File: src/rtl/dmem_arbiter.sv
// dmem_arbiter: shares the single-port DataMem between the core and the loader.
// Optional DMEM_ARB_PERF_EN adds stall/grant performance counters.
module dmem_arbiter #(
    parameter int ADDR_W     = 32,
    parameter int DATA_W     = 32,
    parameter int STARVE_MAX = 4
) (
    input  logic              clk,
    input  logic              rst,
    input  logic              core_req,
    input  logic              core_we,
    input  logic [ADDR_W-1:0] core_addr,
    input  logic [DATA_W-1:0] core_wdata,
    output logic              core_gnt,
    output logic              core_rvalid,
    output logic [DATA_W-1:0] core_rdata,
    input  logic              ldr_req,
    input  logic              ldr_we,
    input  logic [ADDR_W-1:0] ldr_addr,
    input  logic [DATA_W-1:0] ldr_wdata,
    input  logic              ldr_lock,
    output logic              ldr_gnt,
    output logic              ldr_rvalid,
    output logic [DATA_W-1:0] ldr_rdata,
    output logic              mem_en,
    output logic              mem_we,
    output logic [ADDR_W-1:0] mem_addr,
    output logic [DATA_W-1:0] mem_wdata,
    input  logic [DATA_W-1:0] mem_rdata
`ifdef DMEM_ARB_PERF_EN
    ,
    output logic [15:0]       core_stall_cnt,
    output logic [15:0]       ldr_grant_cnt
`endif
);

    localparam int SW = $clog2(STARVE_MAX + 1);
    localparam logic [SW-1:0] S_MAX = SW'(STARVE_MAX);

    typedef enum logic {ARB, LOCKED} state_t;
    typedef enum logic [1:0] {OWN_NONE, OWN_CORE, OWN_LDR} owner_t;

    state_t        state, state_nxt;
    owner_t        rd_owner, rd_owner_nxt;
    logic [SW-1:0] starve_cnt, starve_nxt;
    logic          core_win, ldr_win;

    // Arbitration and lock next-state; no grants while in reset
    always_comb begin
        core_win  = 1'b0;
        ldr_win   = 1'b0;
        state_nxt = state;
        if (!rst) begin
            case (state)
                ARB: begin
                    if (ldr_req && (!core_req || starve_cnt == S_MAX))
                        ldr_win = 1'b1;
                    else if (core_req)
                        core_win = 1'b1;
                end
                LOCKED: ldr_win = ldr_req;
                default: ldr_win = 1'b0;
            endcase
            if (ldr_win)
                state_nxt = ldr_lock ? LOCKED : ARB;
            else if (!ldr_req)
                state_nxt = ARB;
        end
    end

    assign core_gnt = core_win;
    assign ldr_gnt  = ldr_win;

    // Memory port follows the winner in the same cycle
    always_comb begin
        mem_en    = core_win | ldr_win;
        mem_we    = 1'b0;
        mem_addr  = '0;
        mem_wdata = '0;
        if (core_win) begin
            mem_we    = core_we;
            mem_addr  = core_addr;
            mem_wdata = core_wdata;
        end else if (ldr_win) begin
            mem_we    = ldr_we;
            mem_addr  = ldr_addr;
            mem_wdata = ldr_wdata;
        end
    end

    // Starvation count and read-owner tracking for the next cycle
    always_comb begin
        starve_nxt = '0;
        if (ldr_req && !ldr_win)
            starve_nxt = (starve_cnt == S_MAX) ? S_MAX : starve_cnt + 1'b1;
        rd_owner_nxt = OWN_NONE;
        if (core_win && !core_we)
            rd_owner_nxt = OWN_CORE;
        else if (ldr_win && !ldr_we)
            rd_owner_nxt = OWN_LDR;
    end

    // State registers; reset drops any pending read return
    always_ff @(posedge clk) begin
        if (rst) begin
            state      <= ARB;
            starve_cnt <= '0;
            rd_owner   <= OWN_NONE;
        end else begin
            state      <= state_nxt;
            starve_cnt <= starve_nxt;
            rd_owner   <= rd_owner_nxt;
        end
    end

    assign core_rvalid = !rst && (rd_owner == OWN_CORE);
    assign ldr_rvalid  = !rst && (rd_owner == OWN_LDR);
    assign core_rdata  = mem_rdata;
    assign ldr_rdata   = mem_rdata;

`ifdef DMEM_ARB_PERF_EN
    // Saturating performance counters
    always_ff @(posedge clk) begin
        if (rst) begin
            core_stall_cnt <= '0;
            ldr_grant_cnt  <= '0;
        end else begin
            if (core_req && !core_win && core_stall_cnt != 16'hFFFF)
                core_stall_cnt <= core_stall_cnt + 16'd1;
            if (ldr_win && ldr_grant_cnt != 16'hFFFF)
                ldr_grant_cnt <= ldr_grant_cnt + 16'd1;
        end
    end
`endif

endmodule
File: config.mk
export PLATFORM = sky130hd
export DESIGN_NAME = dmem_arbiter
export DESIGN_NICKNAME = d
export VERILOG_FILES = /design/src/rtl/dmem_arbiter.sv
export SDC_FILE = /design/constraint.sdc
export NUM_CORES = 1
export LEC_CHECK = 0
export CORE_AREA = 5 5 113 115
export CTS_CLUSTER_SIZE = 10
export DETAILED_ROUTE_END_ITERATION = 10
export DIE_AREA = 0 0 118 120
export REMOVE_ABC_BUFFERS = 1
export SLEW_MARGIN = 20
export SYNTH_ARGS = -nofsm -noshare
export SYNTH_HDL_FRONTEND = slang
export SYNTH_SLANG_ARGS = --single-unit
File: constraint.sdc
create_clock -name clk -period 1.4 [get_ports clk]
set_input_delay 0.21 -clock clk [delete_from_list [all_inputs] [get_ports clk]]
set_output_delay 0.21 -clock clk [all_outputs]
set_load 0.05 [all_outputs]
Word level (Yosys, flattened, before mapping)
Cells that the tools add are included.
- register bits: 6
- bits in latches: 0
- RAM bits: 0
- bits in read-only memories: 0
- bits of input ports: 167
- output and inout bits: 134
- word-level logic and storage cells: 48
- memories kept: 0
- $add $sub $neg: 1
- multiply operators: 0
- div/mod/pow operators: 0
- $lt $le $gt $ge: 0
- eq/ne operators: 4
- shift-type cells: 0
- multiplexer cells: 20
- bitwise operators: 3
- reduce and logical (&&, ||, !) cells: 15
- operators by type and width (kind ; count):
    32-bit 2-to-1 mux ; 4
    1-bit 2-to-1 mux ; 13
    1-bit logical AND ; 6
    1-bit zero test ; 5
    2-bit OR reduction ; 2
    3-bit by 1-bit adder with 3-bit output (second input constant) ; 1
    3-bit equality test (second input constant) ; 1
    3-bit 2-to-1 mux ; 1
    3-bit OR reduction ; 1
    2-bit by 1-bit equality test with 1-bit output (second input constant) ; 1
    2-bit equality test (second input constant) ; 1
    2-bit 2-to-1 mux ; 1
    2-bit by 1-bit inequality test with 1-bit output (second input constant) ; 1
    1-bit NOT ; 2
    1-bit case mux with 2 select lines ; 1
    1-bit logical OR ; 1
    1-bit bitwise OR ; 1

Logic depth before layout (Yosys ltp)
- depth after elaboration: 11
- gate-level depth with buffers: 8
- depth with buffers taken out: 5

Least setup slack after synthesis
No wires, ideal clock.
- path kind: reg2out
- from: register starve_cnt[0]
- to: output mem_we
- data arrival time: 2.145 ns
- required time: 1.190 ns
- path slack: -0.955 ns
- cell stages (with the launch flop): 8
- buffers on the path: 2
- cell sequence: dfxtp_1 -> inv_1 -> ha_1 -> nand3_1 -> and3b_1 -> clkbuf_2 -> buf_2 -> mux2i_1
- elaborated cells between the ends (all ways): 12
- those cells by class: eq/ne: 1; mux: 9; reduce/logical: 2
- RTL lines (what ; RTL line ; source):
    start, declared ; 45 ; logic [SW-1:0] starve_cnt, starve_nxt;
    start signal, assigned ; 111 ; starve_cnt <= starve_nxt;
    3-bit equality test ; 56 ; if (ldr_req && (!core_req || starve_cnt == S_MAX))
    1-bit logical OR ; 56 ;
    1-bit logical AND ; 56 ;
    1-bit 2-to-1 mux ; 56 ;
    1-bit 2-to-1 mux ; 54 ; case (state)
    1-bit 2-to-1 mux ; 53 ; if (!rst) begin
    net core_gnt ; 14 ; output logic core_gnt,
    1-bit 2-to-1 mux ; 80 ; if (core_win) begin
    end, declared ; 26 ; output logic mem_we,
The timed path passes the listed nets, and every way through them passes these cells. The select of a mux whose other input is x is not followed.

Final worst setup path
- from: register starve_cnt[0]
- to: output mem_wdata[20]
- longest elaborated chain between the ends: 9
- elaborated cells between the ends (all ways): 12
- those cells by class: eq/ne: 1; mux: 9; reduce/logical: 2
- ends and longest elaborated chain (what ; RTL line ; source):
    3-bit equality test (*) ; 56 ;
    1-bit logical OR (*) ; 56 ;
    1-bit logical AND (*) ; 56 ;
    1-bit 2-to-1 mux ; 56 ;
    1-bit case mux with 2 select lines ; 54 ;
    1-bit 2-to-1 mux (2 in series) ; 53 ;
    32-bit 2-to-1 mux ; 84 ; end else if (ldr_win) begin
    32-bit 2-to-1 mux (*) ; 80 ;
    end, declared ; 28 ; output logic [DATA_W-1:0] mem_wdata,
Every way passes the cells marked *; elsewhere a longest branch is shown, timed or not. The select of a mux whose other input is x is not followed.

==> flow_metrics.env <==
export IMPL_outcome="complete, but fails checks"
export IMPL_violations="negative setup slack"
export IMPL_boundaryPins=301
export IMPL_clk_latency_ns=0.23
export IMPL_grt_pass1_vias=2375
export IMPL_synth_edf_count=0
export IMPL_crit_path_end_kind="output pin"
export IMPL_power_density_nw_per_um2=543.4
export IMPL_fin_worst_hold_slack_ns=0.4204
export IMPL_synthToLayoutAreaGrowth_pct=230.4
export IMPL_cts_max_path_buffers=2
export IMPL_antenna_found_initial=0
export IMPL_grt_total_usage_pct=16.90
export IMPL_min_period_over_period_pct=142.8
export IMPL_wirelength_mm=13.34
export IMPL_max_freq_ghz=0.5001
export IMPL_worst_slack_ns=-0.5996
export IMPL_avgViaCountPerCell=4.367
export IMPL_synth_distinct_cells=20
export IMPL_finalHoldViolations=0
export IMPL_report_final_slew_viol_count=0
export IMPL_core_area_um2=11710
export IMPL_setup_violations=67
export IMPL_grt_setup_unrepaired="true"
export IMPL_dp_hpwl_mm=10.69
export IMPL_synthArstFlopShare_pct=0
export IMPL_required_ns=1.19
export IMPL_hold_class="primary input to output pin"
export IMPL_grt_pass1_wl_mm=17.48
export IMPL_layout_drive_gt1_share_pct=49.85
export IMPL_crit_type="register to output pin"
export IMPL_die_area_um2=14160
export IMPL_rows=40
export IMPL_cts_inserted_buffers=3
export IMPL_worst_pin_slew_ns=0.3086
export IMPL_worstSetupStartpointType="register"
export IMPL_drc_errors=0
export IMPL_syn_avg_cell_area_um2=8.225
export IMPL_drv_cap=0
export IMPL_final_area_um2=4783
export IMPL_synth_seq_cells=6
export IMPL_ctsHoldBuffers=0
export IMPL_fill_cells=1114
export IMPL_vias=2096
export IMPL_multi_input_area_um2=1202
export IMPL_h_tree_depth=1
export IMPL_synth_area_leader_cell="a22o_1"
export IMPL_port_buffers=204
export IMPL_synth_area_leaders="a22o_1 39%, buf_4 35%, dfxtp_1 8.3%"
export IMPL_min_period_ns=2.000
export IMPL_wire_per_inst_um=27.79
export IMPL_cts_tree="done"
export IMPL_root_buffer="clkbuf_16"
export IMPL_drt_iter0_drc=72
export IMPL_synth_cells=176
export IMPL_yosys_most_used_dff="dfxtp_1"
export IMPL_grt_max_degree=34
export IMPL_synth_commonest_cells="68 x buf_4, 64 x a22o_1, 6 x buf_2, 6 x dfxtp_1, 5 x nor2_1"
export IMPL_die_h_um=120
export IMPL_netlist_area_leader_share_pct=38.72
export IMPL_seq_area_um2=123.9
export IMPL_synth_most_common_cell="buf_4"
export IMPL_overflow=0
export IMPL_layout_nets=504
export IMPL_clk_pin_slew_worst_paths_ns=0.03
export IMPL_p_leak_nw=2.007
export IMPL_initial_core_util_pct=12.36
export IMPL_ir_drop_v=0.0003864
export IMPL_final_setup_tns_ns=-36.84
export IMPL_skew_ns=0.002922
export IMPL_antennaDiodeCount=0
export IMPL_ant_nets=0
export IMPL_synth_warnings=0
export IMPL_finalPower_mw=2.599
export IMPL_clock_sinks=6
export IMPL_gp_congestion=0.8704
export IMPL_syn_area_um2=1448
export IMPL_post_dp_cell_area_um2=3940
export IMPL_dr_pass1_iters=4
export IMPL_slew_headroom_pct=79.21
export IMPL_cp_arrival_ns=1.79
export IMPL_ys_seq_area_share_pct=8.297
export IMPL_die_width_um=118
export IMPL_crit_path_max_fanout=8
## critical path, cell delays in order (launching register included)
cell and delay, ns:
dfxtp_2 0.32, inv_2 0.06, ha_4 0.13, nand3_2 0.06, and3b_2 0.25, buf_8 0.16, clkbuf_16 0.17, a22o_4 0.26
buf_12 0.14
## per-layer routing
layer	GRT usage (%)	wire length, µm
met5	5.147	95
met4	0.8602	8
met3	16.54	2703
met1	17.81	4753
met2	25.07	5777
## logic make-up after synthesis
kind of cell               after synthesis  synth area share (%)
adders and majority gates                2                 1.728
buffers and inverters                   83                 41.83
AOI/OAI and AO/OA                       66                 39.84
DFF                                      6                 8.298
xor gates and xnor gates                 1                0.6051
muxes                                    1                0.6915
and+or+nand+nor                         17                 7.000
## cell type report
class                   count  area share, %
flip-flops and latches      6          2.590
inverters                   4         0.3139
clock buffers               3          1.569
repair buffers            233          66.54
well taps                 147          3.845
multi-input cells          87          25.14
## stage by stage
stage,util (%),setup slack (ns),cells
2_1_floorplan,-,-2.006,97
6_report,40.84,-0.5996,480
4_1_cts,38.06,-0.6160,476
3_3_place_gp,33.64,-0.7629,461
3_5_place_dp,33.64,-0.7425,461
5_1_grt,40.84,-0.6650,480
## repair_timing
action | CTS | global route
setup endpoints to repair | 70 | 69
cloned | 4 | 3
buffers inserted | 8 | 4
pin swaps | 33 | 24
gates resized for setup | 49 | 34
## where the power goes
group	internal, mW	switching, mW
logic	1.10	0.860
clock network	0.366	0.0915
registers	0.177	0.00293
total	1.65	0.954
## final timing paths
kind	slack (ns)	endpoint	cells past startpoint	from
hold reg to reg	0.60	starve_cnt[0]	3	starve_cnt[0]
setup / recovery	-0.60	mem_wdata[20]	8	starve_cnt[0]
hold / removal	0.42	ldr_rdata[7]	0	mem_rdata[7]
setup reg to reg	0.02	rd_owner[0]	7	starve_cnt[0]
## sequential cells by signal (all words and copies together) (netlist names)
register / count
rd_owner: 2
starve_cnt: 3
state: 1
## cells in the final DEF, fill, tap and decap left out, types with 2 or more instances in the layout
cell type        instances
clkdlybuf4s50_1        131
buf_12                  72
a22o_4                  49
a22o_1                  15
buf_4                   12
buf_16                   7
clkbuf_16                5
buf_6                    5
nor2_1                   3
dlygate4sd2_1            3
dfxtp_1                  3
dfxtp_2                  3
inv_2                    2
nor2b_1                  2
inv_1                    2
nor2_2                   2
and2_1                   2
(Power assumes the default switching activity.)
